===== config.mk =====
export PLATFORM = sky130hd
export DESIGN_NAME = gf180_ram_arbiter
export DESIGN_NICKNAME = d
export VERILOG_FILES = /design/src/rtl/gf180_ram_arbiter.sv
export SDC_FILE = /design/constraint.sdc
export NUM_CORES = 1
export LEC_CHECK = 0
export BUFFER_PORTS_ARGS = -buffer_cell sky130_fd_sc_hd__buf_2
export CORE_MARGIN = 1
export CORE_UTILIZATION = 30
export DETAILED_ROUTE_END_ITERATION = 7
export GPL_TIMING_DRIVEN = 0
export PLACE_DENSITY_LB_ADDON = 0.2
export SLEW_MARGIN = 30
export SYNTH_ARGS = -nofsm -noshare
export SYNTH_HDL_FRONTEND = slang
export SYNTH_SLANG_ARGS = --single-unit

===== constraint.sdc =====
create_clock -name clk -period 1.7 [get_ports clk]
set_clock_uncertainty 0.1 [all_clocks]
set_input_delay 0.51 -clock clk [delete_from_list [all_inputs] [get_ports clk]]
set_output_delay 0.51 -clock clk [all_outputs]
set_load 0.005 [all_outputs]

===== src/rtl/gf180_ram_arbiter.sv =====
// Two-requester round-robin sequencer for the 512x32 byte-writable GF180 SRAM macro.
// Serialises m0/m1 word accesses onto registered active-low SRAM pins; read data returns with ack.
module gf180_ram_arbiter (
   input  logic        clk,
   input  logic        resetn,
   input  logic        m0_req,
   input  logic        m0_we,
   input  logic [3:0]  m0_be,
   input  logic [8:0]  m0_addr,
   input  logic [31:0] m0_wdata,
   output logic        m0_ack,
   output logic [31:0] m0_rdata,
   input  logic        m1_req,
   input  logic        m1_we,
   input  logic [3:0]  m1_be,
   input  logic [8:0]  m1_addr,
   input  logic [31:0] m1_wdata,
   output logic        m1_ack,
   output logic [31:0] m1_rdata,
   output logic        ram_cen,
   output logic        ram_gwen,
   output logic [3:0]  ram_wen,
   output logic [8:0]  ram_a,
   output logic [31:0] ram_d,
   input  logic [31:0] ram_q
);

   typedef enum logic [1:0] {
      IDLE,
      ACCESS,
      RESP
   } state_t;

   state_t      state, state_nxt;
   logic        last_grant, last_grant_nxt;
   logic        ram_cen_nxt, ram_gwen_nxt;
   logic [3:0]  ram_wen_nxt;
   logic [8:0]  ram_a_nxt;
   logic [31:0] ram_d_nxt;
   logic        m0_ack_nxt, m1_ack_nxt;

   logic        grant_en;
   logic        grant_sel;
   logic        sel_we;
   logic [3:0]  sel_be;
   logic [8:0]  sel_addr;
   logic [31:0] sel_wdata;

   // In RESP the just-served requester still shows its old request, so only the other one may win.
   always_comb begin
      // NOTE: every signal driven here gets a default first so no path leaves it unassigned (no latch).
      grant_en  = 1'b0;
      grant_sel = 1'b0;
      case (state)
         IDLE: begin
            if (m0_req && m1_req) begin
               grant_en  = 1'b1;
               grant_sel = ~last_grant;
            end else if (m0_req || m1_req) begin
               grant_en  = 1'b1;
               grant_sel = m1_req;
            end
         end
         RESP: begin
            grant_en  = last_grant ? m0_req : m1_req;
            grant_sel = ~last_grant;
         end
         default: ;
      endcase
   end

   assign sel_we    = grant_sel ? m1_we    : m0_we;
   assign sel_be    = grant_sel ? m1_be    : m0_be;
   assign sel_addr  = grant_sel ? m1_addr  : m0_addr;
   assign sel_wdata = grant_sel ? m1_wdata : m0_wdata;

   // Control pins default to deselected, so CEN can only be low in the single ACCESS cycle.
   always_comb begin
      state_nxt      = state;
      last_grant_nxt = last_grant;
      ram_cen_nxt    = 1'b1;
      ram_gwen_nxt   = 1'b1;
      ram_wen_nxt    = 4'hF;
      ram_a_nxt      = ram_a;
      ram_d_nxt      = ram_d;
      m0_ack_nxt     = 1'b0;
      m1_ack_nxt     = 1'b0;
      case (state)
         IDLE, RESP: begin
            if (grant_en) begin
               state_nxt      = ACCESS;
               last_grant_nxt = grant_sel;
               ram_cen_nxt    = 1'b0;
               ram_gwen_nxt   = ~sel_we;
               ram_wen_nxt    = sel_we ? ~sel_be : 4'hF;
               ram_a_nxt      = sel_addr;
               ram_d_nxt      = sel_wdata;
            end else begin
               state_nxt = IDLE;
            end
         end
         ACCESS: begin
            state_nxt  = RESP;
            m0_ack_nxt = ~last_grant;
            m1_ack_nxt = last_grant;
         end
         default: state_nxt = IDLE;
      endcase
   end

   always_ff @(posedge clk or negedge resetn) begin
      if (!resetn) begin
         state      <= IDLE;
         last_grant <= 1'b1;
         ram_cen    <= 1'b1;
         ram_gwen   <= 1'b1;
         ram_wen    <= 4'hF;
         ram_a      <= 9'h000;
         ram_d      <= 32'h0;
         m0_ack     <= 1'b0;
         m1_ack     <= 1'b0;
      end else begin
         // NOTE: non-blocking assignments so every flop samples the pre-edge values together.
         state      <= state_nxt;
         last_grant <= last_grant_nxt;
         ram_cen    <= ram_cen_nxt;
         ram_gwen   <= ram_gwen_nxt;
         ram_wen    <= ram_wen_nxt;
         ram_a      <= ram_a_nxt;
         ram_d      <= ram_d_nxt;
         m0_ack     <= m0_ack_nxt;
         m1_ack     <= m1_ack_nxt;
      end
   end

   assign m0_rdata = ram_q;
   assign m1_rdata = ram_q;

endmodule


# After elaboration in Yosys (flattened, before gate mapping)

Cells that the tools add are included.
Widths: inputs -> output; s select.

$add $sub $neg: 0
$mul: 0
Divide/modulo/power cells: 0
$lt $le $gt $ge: 0
Eq/ne operators: 2
Shift operators: 0
Muxes and demuxes: 22
Bitwise logic cells: 3
Reductions and logical operators: 5

Operators with widths:

| operator           | count |
|---|---|
| $mux 32            | 1 |
| $mux 4             | 4 |
| $mux 1             | 13 |
| $mux 9             | 1 |
| $not 4->4          | 1 |
| $pmux 1 s2         | 2 |
| $pmux 2 s2         | 1 |
| $eq 2x1->1 const B | 1 |
| $eq 2x2->1 const B | 1 |
| $logic_not 2->1    | 1 |
| $not 1->1          | 2 |
| $reduce_and 2->1   | 1 |
| $reduce_or 2->1    | 1 |
| $logic_and 1x1->1  | 1 |
| $logic_or 1x1->1   | 1 |

Register bits after elaboration: 52
Latch bits: 0
Bits in writable memories: 0
ROM bits: 0
Input port bits: 128
Output and inout port bits: 113
Word-level logic and storage cells: 41
Memories: 0

# Depth between registers and ports, before layout

Gate-level depths: netlist of run 1.

Word-level depth: 9
Depth in mapped cells: 6
Depth with buffers taken out: 4

# Worst setup path after synthesis of run 1

OpenSTA, ideal clock, no wires.

Kind: input to register
Start point: in m1_req
End point: reg ram_d[14]
Library setup time: 0.125 ns
Arrival time: 1.573 ns
Required time: 1.475 ns
Setup slack: -0.098 ns
Stages on the path: 4
Path buffers: 1
Path through: o211ai_2 -> buf_6 -> mux2_4 -> mux2_4

Word-level cells in the longest chain between the ends: 5
Elaborated cells between the ends (all ways): 11
Classes of those cells: 8 x mux; 3 x reduce/logical

Ends and longest elaborated chain:

| what                                        | line | text |
|---|---|---|
| start: declaration                          | 13   | `input logic m1_req,` |
| $logic_or 1x1->1                            | 59   | `end else if (m0_req \|\| m1_req) begin` |
| $mux 1                                      | 59   |  |
| $mux 1                                      | 56   | `if (m0_req && m1_req) begin` |
| $pmux 1 s2                                  | 54   | `case (state)` |
| $mux 32 or $reduce_and 2->1 (tied branches) | -    |  |
| end signal: assignment                      | 130  | `ram_d <= ram_d_nxt;` |
| end: declaration                            | 24   | `output logic [31:0] ram_d,` |

Parallel ways exist; a longest one is shown, timed or not.
A chain may end at the register's enable or synchronous reset.

# Final worst setup path of run 1

Start point: reg last_grant
End point: reg ram_d[28]

Word-level cells in the longest chain between the ends: 4
Elaborated cells between the ends (all ways): 7
Classes of those cells: 5 x mux; 1 x bitwise; 1 x reduce/logical

Ends and longest elaborated chain:

| what                     | line   | text |
|---|---|---|
| start: declaration       | 35     | `logic last_grant, last_grant_nxt;` |
| start signal: assignment | 125    | `last_grant <= last_grant_nxt;` |
| $not 1->1                | 58, 66 |  |
| $mux 1                   | 56     |  |
| $pmux 1 s2               | 54     |  |
| $mux 32                  | 75     | `assign sel_wdata = grant_sel ? m1_wdata : m0_wdata;` |

Parallel ways exist; a longest one is shown, timed or not.

==> results by group, run 1 <==
Yosys
  – Number of synthesized flops with an enable pin: 0
  – Post-synth ARST share: 1.00
  – Sequential share of the synthesized area: 0.400
  – Cell variety after synth: 18
  – Area fraction of the dominant cell type after synthesis: 0.366
  – Most common cell in the synthesized netlist: mux2_4
  – Post-Synthesis Cells: about 240
  – Largest area contributor in the netlist: mux2_4
  – Syn_nets: 366
  – Synth Flop Type: dfrtp_1
  – Synthesis warning total: 0
  – Synth Cell Area: 0.00328 sq mm
  – Synth Register Bits: between 50 and 60
  – Commonest cells in the netlist: mux2_4, buf_4, dfrtp_1
  – Ranking of synthesized cells by area: mux2_4, dfrtp_1, buf_4
  – Avg Cell Area, Syn: roughly 14 sq um

Clock network
  – Worst skew pair latency: around 300 ps
  – # clock sinks: 52
  – CTS tree: yes
  – Clock transition at path regs: around 90 ps
  – Clock Tree Buf Depth: 2
  – TritonCTS buffer count: 5
  – # H-tree levels: 2
  – Clk root buf: clkbuf_8

Pwr
  – Worst VDD drop: about 0.6 mV
  – Combinational power share: 0.590
  – Seq pwr share: 0.309
  – Clock Power Share: 0.101
  – Switch Pwr: approximately 2.1 mW
  – Switching share of power: 0.304
  – Internal: just under 5 mW
  – Design Power: roughly 7.0 mW
  – Pwr dens: between 1000 and 1500 mW/mm^2
  – Leakage: around 2.7 nW

Floorplanning
  – Initial Util: 0.313
  – Row cnt: 37
  – Die Ht: around 110 um
  – Horiz. Die Dim: approximately 110 um
  – Core area: 0.0105 sq mm
  – Ports: about 240
  – Die area: between 0.01 and 0.015 sq mm

Run status
  – Violated checks: negative setup slack
  – Status: complete, but fails checks

Setup path
  – WS Path Type: reg -> reg
  – CP endpoint kind: register
  – Worst Path Required: about 1800 ps
  – CP arrival: about 1900 ps
  – Crit-path max FO: 10
  – Type of origin of the critical path: register

Timing
  – Worst-case hold slack: 122 ps
  – Fin. max-slew vios: 0
  – Slew Limit Headroom: 0.563
  – Setup WS post-layout: -133 ps
  – Final hold violation count: 0
  – Fin crit share: 1.08
  – Fmax: about 550 MHz
  – Tmin final: roughly 1800 ps
  – Actual slew at the worst max-slew pin: between 600 and 700 ps
  – RSZ-0062 raised after global routing: yes
  – Setup-failing EPs final: 41

Placed design
  – Final Wtd Congestion: between 0.7 and 0.8
  – DP Wirelength: a little over 6000 um
  – Placed cell area: 0.00450 sq mm
  – Port Buffers: ~210

Routing
  – Wire per inst: ~13 um
  – Drt pass-1 iters: 2
  – Final wirelength: between 7000 and 8000 um
  – Via density: between 4 and 5
  – DR iter-0 viols: 47
  – Vias post-DR: ~2400
  – DRC Markers: 0
  – Final ANT Viol Nets: 0

Layout
  – Synth-to-Final Area Change: 46.1%
  – NumNets Final: 590
  – Fraction of layout cells with a size suffix above 1: 0.849
  – Fill cells: 1028
  – Final std cell area, no fill: between 0.004 and 0.005 sq mm
  – Antenna Cells: 0

GRT
  – Grt ovf: 0
  – Pin count of the biggest net entering global routing: 53
  – First-pass GRT wire length: about 12000 um
  – All-Layer GR Usage: 0.136
  – Initial antenna violation count: 0
  – Vias in the first global route: between 2000 and 2500

Job
  – Max Cap Viol: 0

Worst hold path
  – Hold Path Class: in -> async
==> power groups by stage <==
stage / sequential, mW / clock, mW / combinational (mW)
finish: 2.18 / 0.712 / 4.16
detailed placement: 2.20 / 0 / 3.70
global placement: 2.18 / 0 / 3.69
floorplan: 2.25 / 0 / 2.53
global route: 2.26 / 0.801 / 4.47
CTS: 2.18 / 0.760 / 4.23
==> registers in the layout, summed over array words and instances (netlist names) <==
signal	count
ram_a	9
last_grant	1
ram_gwen	1
ram_cen	1
m0_ack	1
ram_wen	4
m1_ack	1
ram_d	32
state	2
==> worst paths after layout <==
kind | endpoint | cells after the start | from | slack (ps)
min | ram_d[30] | 1 | resetn | 120
max in group asynchronous | state[1] | 1 | resetn | 900
min in group clk | ram_wen[3] | 4 | m1_be[3] | 380
max | ram_d[28] | 6 | last_grant | -130
min reg2reg | ram_d[24] | 1 | ram_d[24] | 410
max reg2reg | ram_d[28] | 6 | last_grant | -130
==> worst max-delay path: stages, from the launching register on <==
cell      delay (ps)
dfstp_2          570
o21ai_2           80
o211ai_4          90
buf_6            180
buf_12           150
mux2_4           300
mux2_4           260
==> cell families (layout without fill, tap and decap cells) <==
group / after synthesis / count (layout) / synth area share
compound gates: 8 / 8 / 0.0183
buf+inv: 77 / 302 / 0.179
flops: 52 / 52 / 0.400
mux: 84 / 84 / 0.380
simple gates: 17 / 17 / 0.0233
==> layer usage <==
layer / up-vias / part of all wire / global-route usage
met3: 4 / 0.085 / 0.0294
met1: 1091 / 0.41 / 0.166
met4: 0 / 0.0072 / 0.0294
li1: 1190 / - / -
met2: 140 / 0.50 / 0.244
met5: - / 0 / 0
==> area by class of cell <==
class	instances	area [sq um]	share of cell area
inverter	3	11.3	0.00235
sequential	52	1310	0.274
timing repair buffer	218	1180	0.246
buffer	73	631	0.132
tap	136	170	0.0355
multi-input combinational	109	1400	0.292
clock inverter	2	16.3	0.00340
clock buffer	6	72.6	0.0152
==> repair_timing <==
| item | CTS | global route |
|---|---|---|
| gates cloned | 2 | 0 |
| pin swaps | 2 | 0 |
| setup buffers | 8 | 0 |
| resized for setup | 19 | 2 |
| hold buffers | 0 | 0 |
| setup endpoints to repair | 43 | 45 |
==> metrics by stage <==
step,setup TNS (ps),setup WS (ps),instances,util
after floorplan,-1440,-36.1,238,-
after global placement,-12370,-311,582,0.430
after detailed placement,-12800,-321,582,0.431
after CTS,-4650,-134,599,0.458
after global routing,-7000,-185,599,0.458
final,-4410,-133,599,0.458
==> cells in the final DEF, fill, tap and decap left out, types with 5 or more instances in the layout <==
master and n:
clkbuf_8 5, buf_12 7, mux2_4 80, dfrtp_1 44, buf_4 71, nor2_1 5, dfstp_2 7, buf_2 207
nand2_1 6
Note: power is estimated with default switching activity, not from simulation.
==> run 2: changes to the inputs <==
--- a/config.mk
+++ b/config.mk
@@ -6,8 +6,11 @@
 export NUM_CORES = 1
 export LEC_CHECK = 0
 export BUFFER_PORTS_ARGS = -buffer_cell sky130_fd_sc_hd__buf_2
+export CELL_PAD_IN_SITES_DETAIL_PLACEMENT = 2
+export CELL_PAD_IN_SITES_GLOBAL_PLACEMENT = 2
 export CORE_MARGIN = 1
-export CORE_UTILIZATION = 30
+export CORE_UTILIZATION = 21
+export CTS_CLUSTER_DIAMETER = 30
 export DETAILED_ROUTE_END_ITERATION = 7
 export GPL_TIMING_DRIVEN = 0
 export PLACE_DENSITY_LB_ADDON = 0.2
==> run 2 against run 1 <==
Compared with the run above: the flow still finishes with violations (negative setup slack); cell count rose by 9.5%; global-route usage fell by 2.4 points; total power rose by 8.7%; setup slack got worse by 15 ps; combinational power rose by 2%; routed wire length rose by 16%; maximum frequency fell by 0.82%; critical path depth did not move; largest cell class unchanged.
==> results by group, run 2 (synthesized netlist as in run 1, its figures left out) <==
Run status
  – Status: complete, but fails checks
  – Violated checks: negative setup slack

Timing
  – Tmin final: roughly 1800 ps
  – Setup WS post-layout: -148 ps
  – Slew Limit Headroom: 0.537
  – RSZ-0062 raised after global routing: yes
  – Actual slew at the worst max-slew pin: between 600 and 700 ps
  – Final hold violation count: 0
  – Setup-failing EPs final: 42
  – Fin. max-slew vios: 0
  – Fin crit share: 1.09
  – Fmax: 541 MHz

GRT
  – Top Usage Layer GRT: met2
  – All-Layer GR Usage: 0.112
  – GR Layer Usage met2: 0.203
  – Initial antenna violation count: 0
  – GR Util met3: 0.0308
  – GR Layer Usage met1: 0.129
  – Grt ovf: 0
  – Vias in the first global route: between 2000 and 3000
  – First-pass GRT wire length: approximately 14000 um
  – Pin count of the biggest net entering global routing: 53

Routing
  – Final wirelength: approximately 9000 um
  – Via density: between 3 and 4
  – Vias post-DR: around 2600
  – Wire per inst: roughly 14 um
  – Final ANT Viol Nets: 0
  – DR iter-0 viols: 12
  – DRC Markers: 0
  – Drt pass-1 iters: 3

Pwr
  – Leakage: 2.72 nW
  – Pwr dens: 1550 mW/mm^2
  – Worst VDD drop: between 0.4 and 0.5 mV

Placed design
  – Port Buffers: 208
  – Post-placement cell count: ~630
  – DP Wirelength: approximately 7000 um
  – Final Wtd Congestion: 0.665

Layout
  – Max reg flops: 32
  – Reg with most FFs: ram_d
  – Commonest non-fill, non-tap cell in the layout: buf_2
  – Fin util: 0.326
  – Antenna Cells: 0
  – Fraction of layout cells with a size suffix above 1: 0.857
  – NumNets Final: between 500 and 600
  – Non-Filler Instances: ~660
  – Synth-to-Final Area Change: 51.3%
  – Fill cells: 1660
  – Most frequent cells in the layout: buf_2, mux2_4, buf_4
  – Largest registers: ram_d (32), ram_a (9), ram_wen (4)

Floorplanning
  – Horiz. Die Dim: 127 um
  – Die area: roughly 0.016 sq mm
  – Initial Util: 0.216
  – Die Ht: between 100 and 150 um
  – Row cnt: 45
  – Ports: roughly 240
  – Core area: 0.0152 sq mm

Clock network
  – # H-tree levels: 2
  – CTS tree: yes
  – Clock transition at path regs: about 70 ps
  – Worst skew pair latency: ~290 ps
  – TritonCTS buffer count: 5
  – Clk root buf: clkbuf_16
  – Clock Tree Buf Depth: 2
  – # clock sinks: 52
  – Post-CTS Hold Buffers: 0

Setup path
  – Type of origin of the critical path: register
  – WS Path Type: reg -> reg
  – Crit-path max FO: 10
  – CP arrival: ~1900 ps
  – CP endpoint kind: register
  – Worst Path Required: ~1800 ps
  – Reg2Reg Setup Slack: -150 ps

Worst hold path
  – Hold Path Class: in -> async

Job
  – Max Cap Viol: 0
## run 2: worst paths after layout
| path | from | to | cells after the start |
|---|---|---|---|
| max reg2reg | last_grant | ram_d[28] | 6 |
| min reg2reg | ram_d[24] | ram_d[24] | 1 |
| max | last_grant | ram_d[28] | 6 |
| min in group clk | m0_be[0] | ram_wen[0] | 3 |
| min | resetn | ram_a[6] | 1 |
| max in group asynchronous | resetn | state[1] | 1 |
## run 2: power breakdown
group	switching (mW)	leakage [nW]	total [mW]	internal, mW
Clock	0.478	0.0871	1.22	0.739
Combinational	1.53	2.03	4.26	2.74
Sequential	0.307	0.602	2.18	1.88
Total	2.31	2.72	7.66	5.35
## run 2: through the flow
step	power, mW	hold slack [ps]	TNS [ps]	cell area [sq um]	worst slack (ps)
floorplan	4.78	114	-1440	3290	-36.1
global placement	5.96	387	-15350	4570	-335
detailed placement	6.04	389	-13660	4570	-345
CTS	7.79	192	-5000	4940	-141
global route	8.18	210	-7440	4960	-197
finish	7.66	164	-5030	4960	-148
## run 2: cell type report
class,count,area (sq um),area share
buffer,74,646,0.130
clock buffer,6,139,0.0280
clock inverter,2,38.8,0.00782
inverter,3,11.3,0.00227
multi-input combinational,109,1400,0.283
sequential,52,1310,0.264
tap,188,235,0.0474
timing repair buffer,222,1170,0.237
## run 2: metal layers
| layer | vias to the layer above | wire length, um |
|---|---|---|
| li1 | 1203 | - |
| met1 | 1237 | 3690 |
| met2 | 146 | 4560 |
| met3 | 6 | 799 |
| met4 | 0 | 87 |
| met5 | - | 0 |
## run 2: critical path, stage by stage, from the launching register on
cell      delay, ps
dfstp_2         580
o21ai_2          90
o211ai_4         90
buf_6           150
buf_12          140
mux2_4          310
mux2_4          270
## run 2: what timing repair did
item | in CTS | in global routing
resized for setup | 27 | 3
setup endpoints to repair | 47 | 49
buffers inserted | 13 | 1
pin swaps | 2 | 0
gates cloned | 0 | 0
